### src/rtl/fetch_stage_pq_if.sv
// Instruction-memory request/grant bus between the fetch stage (master)
// and instruction memory (slave). Responses return in request order.
interface fetch_stage_pq_if #(
  parameter int XLEN = 32
);
  logic            imem_req;
  logic [XLEN-1:0] imem_addr;
  logic            imem_gnt;
  logic            imem_rvalid;
  logic [31:0]     imem_rdata;

  modport master (
    output imem_req,
    output imem_addr,
    input  imem_gnt,
    input  imem_rvalid,
    input  imem_rdata
  );

  modport slave (
    input  imem_req,
    input  imem_addr,
    output imem_gnt,
    output imem_rvalid,
    output imem_rdata
  );
endinterface

### src/rtl/fetch_stage_pq.sv
// Fetch stage with a decoupled, variable-latency instruction-memory port,
// bounded in-flight reads and an in-order prefetch queue feeding decode.
// A redirect flushes the queue and marks every in-flight read as stale.
// Optional feature macro: FETCH_PERF_CNT_EN adds saturating perf counters
// (perf_fetched, perf_stall).
module fetch_stage_pq #(
  parameter int              XLEN            = 32,
  parameter logic [XLEN-1:0] RESET_PC        = '0,
  parameter int              QDEPTH          = 4,
  parameter int              MAX_OUTSTANDING = 2
) (
  input  logic                 clk,
  input  logic                 rst,
  input  logic                 PCSrcE,
  input  logic [XLEN-1:0]      PCTargetE,
  input  logic                 StallD,
  fetch_stage_pq_if.master     imem,
  output logic                 ValidF,
  output logic [31:0]          InstrF,
  output logic [XLEN-1:0]      PCF,
  output logic [XLEN-1:0]      PCPlus4F
`ifdef FETCH_PERF_CNT_EN
  ,
  output logic [31:0]          perf_fetched,
  output logic [31:0]          perf_stall
`endif
);

  localparam int PW = $clog2(QDEPTH);        // queue pointer width
  localparam int CW = $clog2(QDEPTH + 1);    // counter width, holds 0..QDEPTH
  localparam logic [31:0] NOP = 32'h0000_0013;

  // Architectural state
  logic [XLEN-1:0] pc_reg;        // next address to request
  logic [XLEN-1:0] resp_pc_reg;   // PC belonging to the next accepted response
  logic [PW-1:0]   rd_ptr_reg;
  logic [PW-1:0]   wr_ptr_reg;
  logic [CW-1:0]   count_reg;     // valid queue entries
  logic [CW-1:0]   outst_reg;     // granted but unanswered reads
  logic [CW-1:0]   drop_reg;      // in-flight reads still to be discarded

  // Queue storage, read combinationally at the head
  logic [31:0]     instr_mem [QDEPTH];
  logic [XLEN-1:0] pc_mem    [QDEPTH];

  logic [CW:0]     credit_sum;
  logic            grant;
  logic            rv;
  logic            push;
  logic            pop;
  logic [XLEN-1:0] target_aligned;
  logic            unused_target_lsbs;

  assign unused_target_lsbs = ^PCTargetE[1:0];
  assign target_aligned     = {PCTargetE[XLEN-1:2], 2'b00};

  // Queue entries plus in-flight reads may never exceed the queue depth,
  // which is what makes an overflowing push impossible.
  assign credit_sum    = {1'b0, count_reg} + {1'b0, outst_reg};
  assign imem.imem_req = !rst && !PCSrcE
                         && (outst_reg < CW'(MAX_OUTSTANDING))
                         && (credit_sum < (CW+1)'(QDEPTH));
  assign imem.imem_addr = pc_reg;

  assign grant  = imem.imem_req && imem.imem_gnt;
  // A response with nothing outstanding is a protocol error and is ignored.
  assign rv     = imem.imem_rvalid && (outst_reg != '0);
  assign push   = rv && (drop_reg == '0) && !PCSrcE;
  assign ValidF = (count_reg != '0);
  assign pop    = ValidF && !StallD && !PCSrcE;

  assign InstrF   = ValidF ? instr_mem[rd_ptr_reg] : NOP;
  assign PCF      = ValidF ? pc_mem[rd_ptr_reg] : resp_pc_reg;
  assign PCPlus4F = PCF + XLEN'(4);

  // Control state: issue, response accounting, dequeue and redirect.
  always_ff @(posedge clk or posedge rst) begin
    if (rst) begin
      pc_reg      <= RESET_PC;
      resp_pc_reg <= RESET_PC;
      rd_ptr_reg  <= '0;
      wr_ptr_reg  <= '0;
      count_reg   <= '0;
      outst_reg   <= '0;
      drop_reg    <= '0;
    end else begin
      outst_reg <= outst_reg + CW'(grant) - CW'(rv);
      if (PCSrcE) begin
        // Every read still in flight after this cycle is stale, including
        // ones already marked by an earlier redirect.
        count_reg   <= '0;
        rd_ptr_reg  <= wr_ptr_reg;
        drop_reg    <= outst_reg - CW'(rv);
        pc_reg      <= target_aligned;
        resp_pc_reg <= target_aligned;
      end else begin
        if (grant) begin
          pc_reg <= pc_reg + XLEN'(4);
        end
        if (push) begin
          wr_ptr_reg  <= wr_ptr_reg + PW'(1);
          resp_pc_reg <= resp_pc_reg + XLEN'(4);
        end
        if (pop) begin
          rd_ptr_reg <= rd_ptr_reg + PW'(1);
        end
        count_reg <= count_reg + CW'(push) - CW'(pop);
        if (rv && (drop_reg != '0)) begin
          drop_reg <= drop_reg - CW'(1);
        end
      end
    end
  end

  // Queue write port; storage needs no reset since count gates validity.
  always_ff @(posedge clk) begin
    if (push) begin
      instr_mem[wr_ptr_reg] <= imem.imem_rdata;
      pc_mem[wr_ptr_reg]    <= resp_pc_reg;
    end
  end

`ifdef FETCH_PERF_CNT_EN
  logic [31:0] perf_fetched_reg;
  logic [31:0] perf_stall_reg;

  // Saturating counters of delivered instructions and stalled-valid cycles.
  always_ff @(posedge clk or posedge rst) begin
    if (rst) begin
      perf_fetched_reg <= '0;
      perf_stall_reg   <= '0;
    end else begin
      if (pop && (perf_fetched_reg != 32'hFFFF_FFFF)) begin
        perf_fetched_reg <= perf_fetched_reg + 32'd1;
      end
      if (ValidF && StallD && (perf_stall_reg != 32'hFFFF_FFFF)) begin
        perf_stall_reg <= perf_stall_reg + 32'd1;
      end
    end
  end

  assign perf_fetched = perf_fetched_reg;
  assign perf_stall   = perf_stall_reg;
`endif

endmodule
### src/flat_wrapper.sv
// flat-port wrapper written by rule: the top's interface ports become plain ports
module fetch_stage_pq_flat 
#(
  parameter int              XLEN            = 32,
  parameter logic [XLEN-1:0] RESET_PC        = '0,
  parameter int              QDEPTH          = 4,
  parameter int              MAX_OUTSTANDING = 2
)
  (clk, rst, PCSrcE, PCTargetE, StallD, ValidF, InstrF, PCF, PCPlus4F, imem_imem_req, imem_imem_addr, imem_imem_gnt, imem_imem_rvalid, imem_imem_rdata);
  fetch_stage_pq_if #(.XLEN(XLEN)) imem_i ();
  input  logic clk;
  input  logic rst;
  input  logic PCSrcE;
  input  logic [XLEN-1:0] PCTargetE;
  input  logic StallD;
  output logic ValidF;
  output logic [31:0] InstrF;
  output logic [XLEN-1:0] PCF;
  output logic [XLEN-1:0] PCPlus4F;
  output wire logic [$bits(imem_i.imem_req)-1:0] imem_imem_req;
  output wire logic [$bits(imem_i.imem_addr)-1:0] imem_imem_addr;
  input wire logic [$bits(imem_i.imem_gnt)-1:0] imem_imem_gnt;
  input wire logic [$bits(imem_i.imem_rvalid)-1:0] imem_imem_rvalid;
  input wire logic [$bits(imem_i.imem_rdata)-1:0] imem_imem_rdata;
  assign imem_imem_req = imem_i.imem_req;
  assign imem_imem_addr = imem_i.imem_addr;
  assign imem_i.imem_gnt = imem_imem_gnt;
  assign imem_i.imem_rvalid = imem_imem_rvalid;
  assign imem_i.imem_rdata = imem_imem_rdata;
  fetch_stage_pq #(.XLEN(XLEN), .RESET_PC(RESET_PC), .QDEPTH(QDEPTH), .MAX_OUTSTANDING(MAX_OUTSTANDING)) u_core (.clk(clk), .rst(rst), .PCSrcE(PCSrcE), .PCTargetE(PCTargetE), .StallD(StallD), .imem(imem_i), .ValidF(ValidF), .InstrF(InstrF), .PCF(PCF), .PCPlus4F(PCPlus4F));
endmodule
### config.mk
export PLATFORM = sky130hd
export DESIGN_NAME = fetch_stage_pq_flat
export DESIGN_NICKNAME = d
export VERILOG_FILES = /design/src/rtl/fetch_stage_pq_if.sv /design/src/rtl/fetch_stage_pq.sv /design/src/flat_wrapper.sv
export SDC_FILE = /design/constraint.sdc
export NUM_CORES = 1
export LEC_CHECK = 0
export CAP_MARGIN = 20
export CELL_PAD_IN_SITES_DETAIL_PLACEMENT = 1
export CELL_PAD_IN_SITES_GLOBAL_PLACEMENT = 2
export CORE_ASPECT_RATIO = 1.25
export CORE_MARGIN = 2
export CORE_UTILIZATION = 48
export CTS_CLUSTER_SIZE = 12
export DETAILED_ROUTE_END_ITERATION = 8
export DONT_BUFFER_PORTS = 1
export GPL_ROUTABILITY_DRIVEN = 0
export GPL_TIMING_DRIVEN = 0
export PLACE_DENSITY = 0.86
export SYNTH_ARGS = -nofsm -noshare
export SYNTH_HDL_FRONTEND = slang
export SYNTH_SLANG_ARGS = --single-unit
### constraint.sdc
create_clock -name clk -period 5.67 [get_ports clk]
set_input_delay 0.8505 -clock clk [delete_from_list [all_inputs] [get_ports clk]]
set_output_delay 0.8505 -clock clk [all_outputs]
set_load 0.02 [all_outputs]
==> results of run 1 <==
## cells in the final DEF (no fill, tap or decap), types with 3 or more instances in the layout
cell	n
edfxtp_1	248
nand2_1	145
dfrtp_1	73
mux4_2	55
nand3_1	53
nor2_1	43
o21ai_0	41
and2_1	36
clkbuf_16	35
xnor2_1	34
clkbuf_1	33
xor2_1	33
inv_1	28
nand4_1	21
ha_1	18
nor3_1	14
a21oi_1	11
and3_1	11
o21ai_1	11
mux2i_1	10
buf_4	9
mux2_2	8
and4_1	8
buf_2	7
a31oi_1	7
mux4_1	7
o311ai_0	6
o211ai_1	6
conb_1	6
inv_2	4
clkbuf_2	4
or3_1	4
and2_4	4
clkinv_1	4
buf_16	4
a21o_1	3
a221o_1	3
or2_2	3
## synthesized netlist by cell type (all sizes together), types with 5 or more instances
library cell    n
dfrtp          73
mux2            8
a21oi          11
and4            8
and2           40
mux4           62
inv            33
and3           11
ha             18
o21ai          53
xor2           33
nor2           43
clkbuf         29
nor3           15
nand4          22
nand2         145
o211ai          6
edfxtp        248
xnor2          34
nor4            5
buf            20
mux2i          11
o311ai          6
nand3          55
a31oi           7
## metal layers
metal  share of wire [%]  wire, microns  track usage (%)  up-vias
li1                    -              -                -     3941
met1                  39          14700             30.0     4590
met2                  51          19200             42.2      339
met3                 7.2           2730             5.67       68
met4                 3.1           1180             8.61        0
met5                   0              0                0        -
## path summary, 6_finish.rpt
| kind | slack (ps) | endpoint | depth (start not counted) | start |
|---|---|---|---|---|
| max | 380 | PCPlus4F[22] | 14 | u_core.count_reg[1]$_DFF_PP0_ |
| min in group clk | 440 | u_core.instr_mem[2][0]$_DFFE_PP_ | 0 | imem_imem_rdata[0] |
| max reg2reg | 2400 | u_core.outst_reg[2]$_DFF_PP0_ | 10 | u_core.outst_reg[1]$_DFF_PP0_ |
| min | 190 | u_core.drop_reg[1]$_DFFE_PP0P_ | 1 | rst |
| min reg2reg | 520 | u_core.pc_mem[2][6]$_DFFE_PP_ | 0 | u_core.resp_pc_reg[6]$_DFFE_PP0N_ |
| max in group asynchronous | 4910 | u_core.resp_pc_reg[28]$_DFFE_PP0N_ | 2 | rst |
## what timing repair did
| action | 4_1_cts | 5_1_grt |
|---|---|---|
| endpoints found under the setup margin | 11 | 9 |
| setup buffers | 0 | 1 |
| pin swaps | 0 | 1 |
| gates resized for setup | 3 | 2 |
## power by group
part / internal (mW) / switching (mW)
sequential: 2.72 / 0.197
clock: 1.18 / 0.863
combinational: 0.917 / 1.88
## stage by stage
stage / hold WS (ps) / instance area (sq um) / instances
final: 186 / 16300 / 1499
after global routing: 182 / 16300 / 1499
after floorplan: 474 / 14700 / 1039
after CTS: 181 / 16300 / 1498
after global placement: 489 / 15200 / 1440
after detailed placement: 505 / 15300 / 1445
## cells by family (layout without fill, tap and decap cells)
| group | count (synthesis) | count (layout) | synth area share, % |
|---|---|---|---|
| multiplexers | 81 | 81 | 11.1 |
| flip-flops | 321 | 321 | 63.4 |
| XOR/XNOR | 67 | 67 | 4.01 |
| buffers and inverters | 82 | 141 | 2.73 |
| adder cells (fa/ha/maj) | 20 | 20 | 1.81 |
| other | 1 | 6 | 0.0256 |
| AND/OR/NAND/NOR | 363 | 363 | 12.6 |
| AO/OA/AOI/OAI | 99 | 99 | 4.34 |
## critical path: stages (launching register included)
cell and delay (ps):
dfrtp_1 480, nor3_4 120, inv_2 120, clkbuf_8 230
buf_2 300, clkbuf_2 370, nand2_1 100, nand2_1 230
ha_1 330, nand2_1 70, or3_1 330, o21ai_2 190
nand3_2 290, nor3b_1 340, xor2_1 410
## area by class of cell
type | count | area (sq um) | share of cell area, %
plain buffers | 48 | 277 | 1.70
clock inverters | 8 | 63.8 | 0.391
inverters | 33 | 126 | 0.775
flip-flops and latches | 321 | 9270 | 56.9
multi-input cells | 636 | 4990 | 30.6
well taps | 401 | 502 | 3.08
repair buffers | 6 | 138 | 0.844
clock buffers | 46 | 927 | 5.69
==> impl_metrics.py, run 1 <==
metrics = {
    "outcome": {
        "outcome": "complete, no violations",
    },
    "critical_path": {
        "path_max_fanout": 19,
        "crit_arrival_ps": 4440,
        "cp-end-kind": "primary output",
        "worstSetupPathType": "flop to primary output",
        "startpoint_type": "flop",
        "required_ps": 4820,
    },
    "logic_synthesis": {
        "netlist_area_sq_um": 14600,
        "yosys.area.top_type": "edfxtp_1",
        "synthTopCellsByArea": "edfxtp_1, dfrtp_1, mux4_2",
        "ys_seq_elements": 321,
        "synth_top_area_share_pct": 50.9,
        "synthDistinctLibCells": 65,
        "syn_inst": 1034,
        "synthArstFlopShare_pct": 22.7,
        "ys_warn_count": 0,
        "ys.flop_type": "edfxtp_1",
        "synth-edff-count": 248,
        "yosysSeqAreaShare_pct": 63.4,
        "syn_area_per_cell_sq_um": 14.2,
    },
    "clocking": {
        "cts_hold_buf": 0,
        "clkSinkCount": 321,
        "clockRootBuffer": "clkbuf_16",
        "cts_tree": "yes",
        "insertion_delay_ps": 510,
        "h-tree-depth": 2,
        "path_clk_slew_ps": 60,
        "clk_path_buf_depth": 3,
        "cts_inserted_buffers": 34,
    },
    "timing": {
        "slew_headroom_pct": 34.6,
        "fin_skew_ps": 13.9,
        "worst_pin_slew_ps": 974,
        "rsz0062_at_grt": "no",
        "period_minus_slack_ps": 5290,
        "max_freq_mhz": 189,
        "worst_slack_ps": 377,
        "report.final.slew_viol_count": 0,
        "setup_violations": 0,
        "hold_viol_final": 0,
        "fin_crit_sh_pct": 93.3,
        "fin_tns_setup_ps": 0,
    },
    "routing": {
        "routedWlPerCell_microns": 25.2,
        "wl_mm": 37.8,
        "drt-initial-drc-count": 577,
        "drc": 0,
        "via_per_inst": 5.96,
        "vias": 8938,
        "postRouteAntennaNets": 0,
        "dr.pass1.iters": 6,
    },
    "global_routing": {
        "antenna_found_initial": 0,
        "grt_overflow": 0,
        "grt_pass1_wl_mm": 58.4,
        "grt_pass1_vias": 9553,
        "grt_max_degree": 55,
        "grt_use_total_pct": 24.3,
    },
    "finish": {
        "largest_reg_flops": 128,
        "syn_to_final_growth_pct": 11.4,
        "regMostFlops": "u_core.instr_mem",
        "reg_top3": "u_core.instr_mem: 128 flops, u_core.pc_mem: 120 flops",
        "postLayoutCoreUtil_pct": 54.3,
        "drive_gt1_share_pct": 14.7,
        "diodes": 0,
        "layout.nets": 1170,
        "fillers": 2993,
    },
    "placement": {
        "dp_hpwl_mm": 26.9,
        "io_buffers": 0,
        "dp_slack_ps": 54.5,
    },
    "power": {
        "p_leak_nw": 5.76,
        "powerDensity_nw_per_um2": 476,
        "ir_worst_vdd_uv": 251,
        "finalPower_mw": 7.77,
    },
    "floorplanning": {
        "die_width_microns": 160,
        "io_pins": 200,
        "die_area_sq_um": 31900,
        "placementRows": 71,
        "die_y_microns": 199,
        "start_util_pct": 48.8,
        "coreArea_sq_um": 30000,
    },
    "job": {
        "drv_cap": 0,
    },
    "worst_hold_path": {
        "hold_class": "input pin to asynchronous set/reset pin",
    },
}
(Power assumes the default switching activity.)
==> run 2, diff against run 1 <==
- CORE_UTILIZATION: 48 -> 45
- PLACE_DENSITY: 0.86 -> 0.81
- REMOVE_ABC_BUFFERS: default -> 1
- clock period: 5.67 -> 5.29 ns (I/O delays scaled with it)
==> run 2 against run 1 <==
  * Flip-flop and latch count is the same
  * Core utilization down 3.5 points
  * Routed wire length fell by 5.1%
  * Global-route usage fell by 2.9 points
==> impl_metrics.py, run 2 (synthesis gave the netlist of run 1 again) <==
metrics = {
    "outcome": {
        "outcome": "complete, no violations",
    },
    "job": {
        "drv_cap": 0,
    },
    "finish": {
        "drive_gt1_share_pct": 14.1,
        "regMostFlops": "u_core.instr_mem",
        "final_common_cell": "edfxtp_1",
        "reg_top3": "u_core.instr_mem: 128 flops, u_core.pc_mem: 120 flops",
        "largest_reg_flops": 128,
        "layout.nets": 1127,
        "diodes": 0,
        "layout.cells.most_common_list": "edfxtp_1, nand2_1, dfrtp_1, mux4_2, nand3_1",
        "syn_to_final_growth_pct": 11.0,
    },
    "timing": {
        "report.final.slew_viol_count": 0,
        "max_freq_mhz": 199,
        "worst_pin_slew_ps": 1010,
        "period_minus_slack_ps": 5020,
        "rsz0062_at_grt": "no",
        "hold_viol_final": 0,
        "fin_skew_ps": 12.0,
        "setup_violations": 0,
        "worst_slack_ps": 265,
        "fin_crit_sh_pct": 95.0,
        "slew_headroom_pct": 32.6,
    },
    "power": {
        "p_leak_nw": 5.70,
        "combPwrFrac_pct": 33.1,
        "clock_power_share_pct": 28.3,
        "finalPower_mw": 8.37,
        "p_seq_share_pct": 38.6,
        "p_sw_share_pct": 37.1,
        "p_sw_mw": 3.10,
        "powerDensity_nw_per_um2": 515,
        "ir_worst_vdd_uv": 287,
        "internal-power_mw": 5.27,
    },
    "routing": {
        "dr.pass1.iters": 4,
        "drc": 0,
        "postRouteAntennaNets": 0,
        "routedWlPerCell_microns": 24.4,
        "drt-initial-drc-count": 560,
        "via_per_inst": 5.85,
        "wl_mm": 35.9,
        "vias": 8591,
    },
    "critical_path": {
        "r2r-end": "u_core.imem.imem_addr[13]$_DFFE_PP0P_",
        "r2r_slack_ps": 1950,
        "required_ps": 4500,
        "worstSetupPathType": "flop to primary output",
        "cp-end-kind": "primary output",
        "r2r_start": "u_core.outst_reg[1]$_DFF_PP0_",
        "crit_arrival_ps": 4230,
        "reg2regPathDepth": 9,
        "startpoint_type": "flop",
        "path_max_fanout": 19,
    },
    "worst_hold_path": {
        "hold_class": "input pin to asynchronous set/reset pin",
    },
    "floorplanning": {
        "coreArea_sq_um": 32000,
        "die_width_microns": 165,
        "die_area_sq_um": 34000,
        "placementRows": 73,
        "die_y_microns": 206,
        "start_util_pct": 45.8,
        "io_pins": 200,
    },
    "clocking": {
        "cts_inserted_buffers": 35,
        "cts_tree": "yes",
        "clk_path_buf_depth": 3,
        "clockRootBuffer": "clkbuf_16",
        "cts_hold_buf": 0,
        "h-tree-depth": 2,
        "insertion_delay_ps": 520,
        "path_clk_slew_ps": 50,
        "clkSinkCount": 321,
    },
    "placement": {
        "io_buffers": 0,
        "dp_slack_ps": 443,
        "dp_hpwl_mm": 23.5,
    },
    "global_routing": {
        "antenna_found_initial": 0,
        "grt_max_degree": 77,
        "grt_pass1_wl_mm": 55.2,
        "grt_pass1_vias": 9446,
        "grt_overflow": 0,
        "grt_use_total_pct": 21.4,
    },
}
-- run 2: power groups by stage --
| stage | clock (mW) | combinational, mW | sequential [mW] |
|---|---|---|---|
| 6_report | 2.37 | 2.77 | 3.23 |
| 5_1_grt | 2.51 | 3.01 | 3.27 |
| 4_1_cts | 2.42 | 2.77 | 3.26 |
| 3_5_place_dp | 0 | 2.76 | 3.31 |
| 3_3_place_gp | 0 | 2.60 | 3.44 |
| 2_1_floorplan | 0 | 2.10 | 3.28 |
-- run 2: worst max-delay path by stage --
stage | from | to | slack [ps] | depth (start not counted)
2_1_floorplan | u_core.rd_ptr_reg[0]$_DFFE_PP0P_ | PCPlus4F[22] | -410 | 10
3_3_place_gp | u_core.rd_ptr_reg[0]$_DFFE_PP0P_ | PCPlus4F[22] | -2130 | 10
3_5_place_dp | u_core.count_reg[1]$_DFF_PP0_ | PCPlus4F[22] | 440 | 12
4_1_cts | u_core.rd_ptr_reg[0]$_DFFE_PP0P_ | PCPlus4F[22] | 8 | 11
5_1_grt | u_core.count_reg[1]$_DFF_PP0_ | PCPlus4F[22] | 20 | 12
6_report | u_core.count_reg[1]$_DFF_PP0_ | PCPlus4F[22] | 270 | 10
-- run 2: area by class of cell --
| class | count | area (sq um) |
|---|---|---|
| fillers | 3142 | 15700 |
| flip-flops and latches | 321 | 9280 |
| multi-input cells | 636 | 4990 |
| clock buffers | 46 | 960 |
| well taps | 412 | 515 |
| repair buffers | 10 | 235 |
| inverters | 33 | 134 |
| clock inverters | 11 | 128 |
-- run 2: what timing repair did --
item / in CTS / in global routing
gates resized for setup: 1 / 1
endpoints found under the setup margin: 6 / 6
setup buffers: 0 / 1
-- run 2: through the flow --
step,instance area (sq um),setup TNS (ps),instances,utilization (%),hold WS (ps)
finish,16200,0,1469,50.8,160
global route,16200,0,1469,50.8,186
CTS,16200,0,1468,50.8,166
detailed placement,15100,0,1411,47.3,543
global placement,14900,-50650,1402,46.6,527
floorplan,14400,-3360,990,-,494
-- run 2: routing by layer --
layer	global-route usage [%]	up-vias	wire length, microns
li1	-	3864	-
met1	26.3	4408	14100
met2	37.5	252	18500
met3	4.23	67	2190
met4	7.60	0	1030
met5	0	-	0
-- run 2: worst max-delay path, stage by stage, from the launching register on --
cell and delay, ps:
dfrtp_1 460, nor3_4 740, nand2_1 190, nand2_1 320, ha_1 320, nand2_1 80, or3_1 350, o21ai_2 180
nand3_2 270, nor3b_1 370, xor2_1 420
==> run 3, diff against run 2 <==
- PLACE_DENSITY: 0.81 -> default
- PLACE_DENSITY_LB_ADDON: default -> 0.1
==> run 3 against run 2 <==
  * Register-to-register slack improved by 270 ps
  * Flip-flop and latch count unchanged
  * Clock power shrank 5%
  * Hold slack got worse by 67 ps
==> impl_metrics.py, run 3 (synthesis gave the netlist of run 1 again) <==
metrics = {
    "outcome": {
        "outcome": "complete, no violations",
    },
    "critical_path": {
        "startpoint_type": "flop",
        "max_stage_delay_ps": 830,
        "cp-end-kind": "primary output",
        "required_ps": 4500,
        "worstSetupPathType": "flop to primary output",
        "critPathSlowestCell": "nor3_4",
        "path_max_fanout": 76,
        "cpMostUsedCell": "nand2_1",
        "crit_arrival_ps": 4220,
        "crit_chain": "nor3_4 > buf_16 > inv_8 > nand2_1 > nand2_1 > ha_1 > nand2_1 > or3_1 > o21ai_2 > and3_1 > o21ai_1 > xnor2_1",
    },
    "job": {
        "drv_cap": 0,
    },
    "finish": {
        "layout.nets": 1126,
        "final_common_cell": "edfxtp_1",
        "reg_top3": "u_core.instr_mem: 128 flops, u_core.pc_mem: 120 flops",
        "regMostFlops": "u_core.instr_mem",
        "syn_to_final_growth_pct": 10.7,
        "diodes": 0,
        "largest_reg_flops": 128,
        "layout.cells.most_common_list": "edfxtp_1, nand2_1, dfrtp_1, mux4_2, nand3_1",
        "drive_gt1_share_pct": 13.9,
    },
    "routing": {
        "drt-initial-drc-count": 440,
        "postRouteAntennaNets": 0,
        "drc": 0,
        "wl_mm": 34.4,
        "vias": 8456,
        "routedWlPerCell_microns": 23.4,
        "via_per_inst": 5.75,
        "dr.pass1.iters": 7,
    },
    "global_routing": {
        "grt_overflow": 0,
        "grt_pass1_wl_mm": 52.6,
        "grt_use_total_pct": 20.5,
        "grt_max_degree": 77,
        "antenna_found_initial": 0,
        "grt_pass1_vias": 8958,
    },
    "floorplanning": {
        "io_pins": 200,
        "die_width_microns": 165,
        "die_area_sq_um": 34000,
        "die_y_microns": 206,
        "coreArea_sq_um": 32000,
        "start_util_pct": 45.8,
        "placementRows": 73,
    },
    "power": {
        "ir_worst_vdd_uv": 299,
        "powerDensity_nw_per_um2": 507,
        "p_leak_nw": 5.68,
    },
    "timing": {
        "hold_viol_final": 0,
        "max_freq_mhz": 199,
        "worst_slack_ps": 276,
        "rsz0062_at_grt": "no",
        "report.final.slew_viol_count": 0,
        "hold_slack_ps": 93.0,
        "worst_pin_slew_ps": 1060,
        "fin_skew_ps": 11.1,
        "fin_crit_sh_pct": 94.8,
        "slew_headroom_pct": 28.9,
        "setup_violations": 0,
        "period_minus_slack_ps": 5010,
    },
    "clocking": {
        "cts_hold_buf": 0,
        "clk_path_buf_depth": 3,
        "h-tree-depth": 2,
        "cts_tree": "yes",
        "clkSinkCount": 321,
        "clockRootBuffer": "clkbuf_16",
        "cts_inserted_buffers": 35,
        "path_clk_slew_ps": 60,
        "cts_setup_buffers": 0,
        "insertion_delay_ps": 520,
    },
    "placement": {
        "dp_hpwl_mm": 23.1,
        "io_buffers": 0,
        "dp_slack_ps": 477,
    },
    "worst_hold_path": {
        "hold_class": "input pin to asynchronous set/reset pin",
    },
}
[run 3: cell type report]
cell class / instances / area (sq um)
Inverter: 33 / 134
Timing Repair Buffer: 9 / 220
Tap cell: 412 / 515
Sequential cell: 321 / 9280
Fill cell: 3152 / 15800
Clock buffer: 46 / 948
Multi-Input combinational cell: 636 / 5000
Clock inverter: 13 / 97.6
[run 3: final timing paths]
check,start,to,slack [ps],depth (start not counted)
worst max-delay path,u_core.count_reg[1]$_DFF_PP0_,PCPlus4F[14],280,12
worst min-delay path,rst,u_core.outst_reg[2]$_DFF_PP0_,90,1
worst max register to register,u_core.outst_reg[1]$_DFF_PP0_,u_core.imem.imem_addr[13]$_DFFE_PP0P_,2220,9
worst min register to register,u_core.wr_ptr_reg[0]$_DFFE_PP0P_,u_core.rd_ptr_reg[0]$_DFFE_PP0P_,550,2
max in group asynchronous,rst,u_core.resp_pc_reg[30]$_DFFE_PP0N_,4620,2
min in group clk,PCSrcE,u_core.resp_pc_reg[30]$_DFFE_PP0N_,360,1
[run 3: power breakdown]
group | internal (mW) | switching, mW | leakage (nW)
logic | 0.940 | 1.78 | 2.05
registers | 2.92 | 0.322 | 3.11
clock network | 1.31 | 0.951 | 0.512
[run 3: what timing repair did]
action	CTS	global route
resized for setup	1	2
setup endpoints to repair	7	3
hold endpoints to repair	0	0
[run 3: per-stage QoR]
stage	power [mW]	cell area, sq um	instances	TNS, ps	utilization (%)
global placement	6.05	14900	1402	-55100	46.6
global route	8.66	16200	1470	0	50.7
finish	8.22	16200	1470	0	50.7
floorplan	5.38	14400	990	-3360	-
CTS	8.35	16200	1470	0	50.6
detailed placement	6.07	15100	1411	0	47.4
[run 3: critical path, delay by kind of cell, from the launching register on]
family / cells / cell delay [ps]
adder cells (fa/ha/maj): 1 / 360
XOR/XNOR: 1 / 300
AO/OA/AOI/OAI: 2 / 350
buffers and inverters: 2 / 430
AND/OR/NAND/NOR: 6 / 1730
flip-flops: 1 / 460
[run 3: routing by layer]
metal  vias up  wire length [microns]  track usage, %
met3        46                   2080            4.39
met5         -                      0               0
met2       213                  17500            36.0
met1      4338                  14100            25.8
li1       3859                      -               -
met4         0                    710            5.48
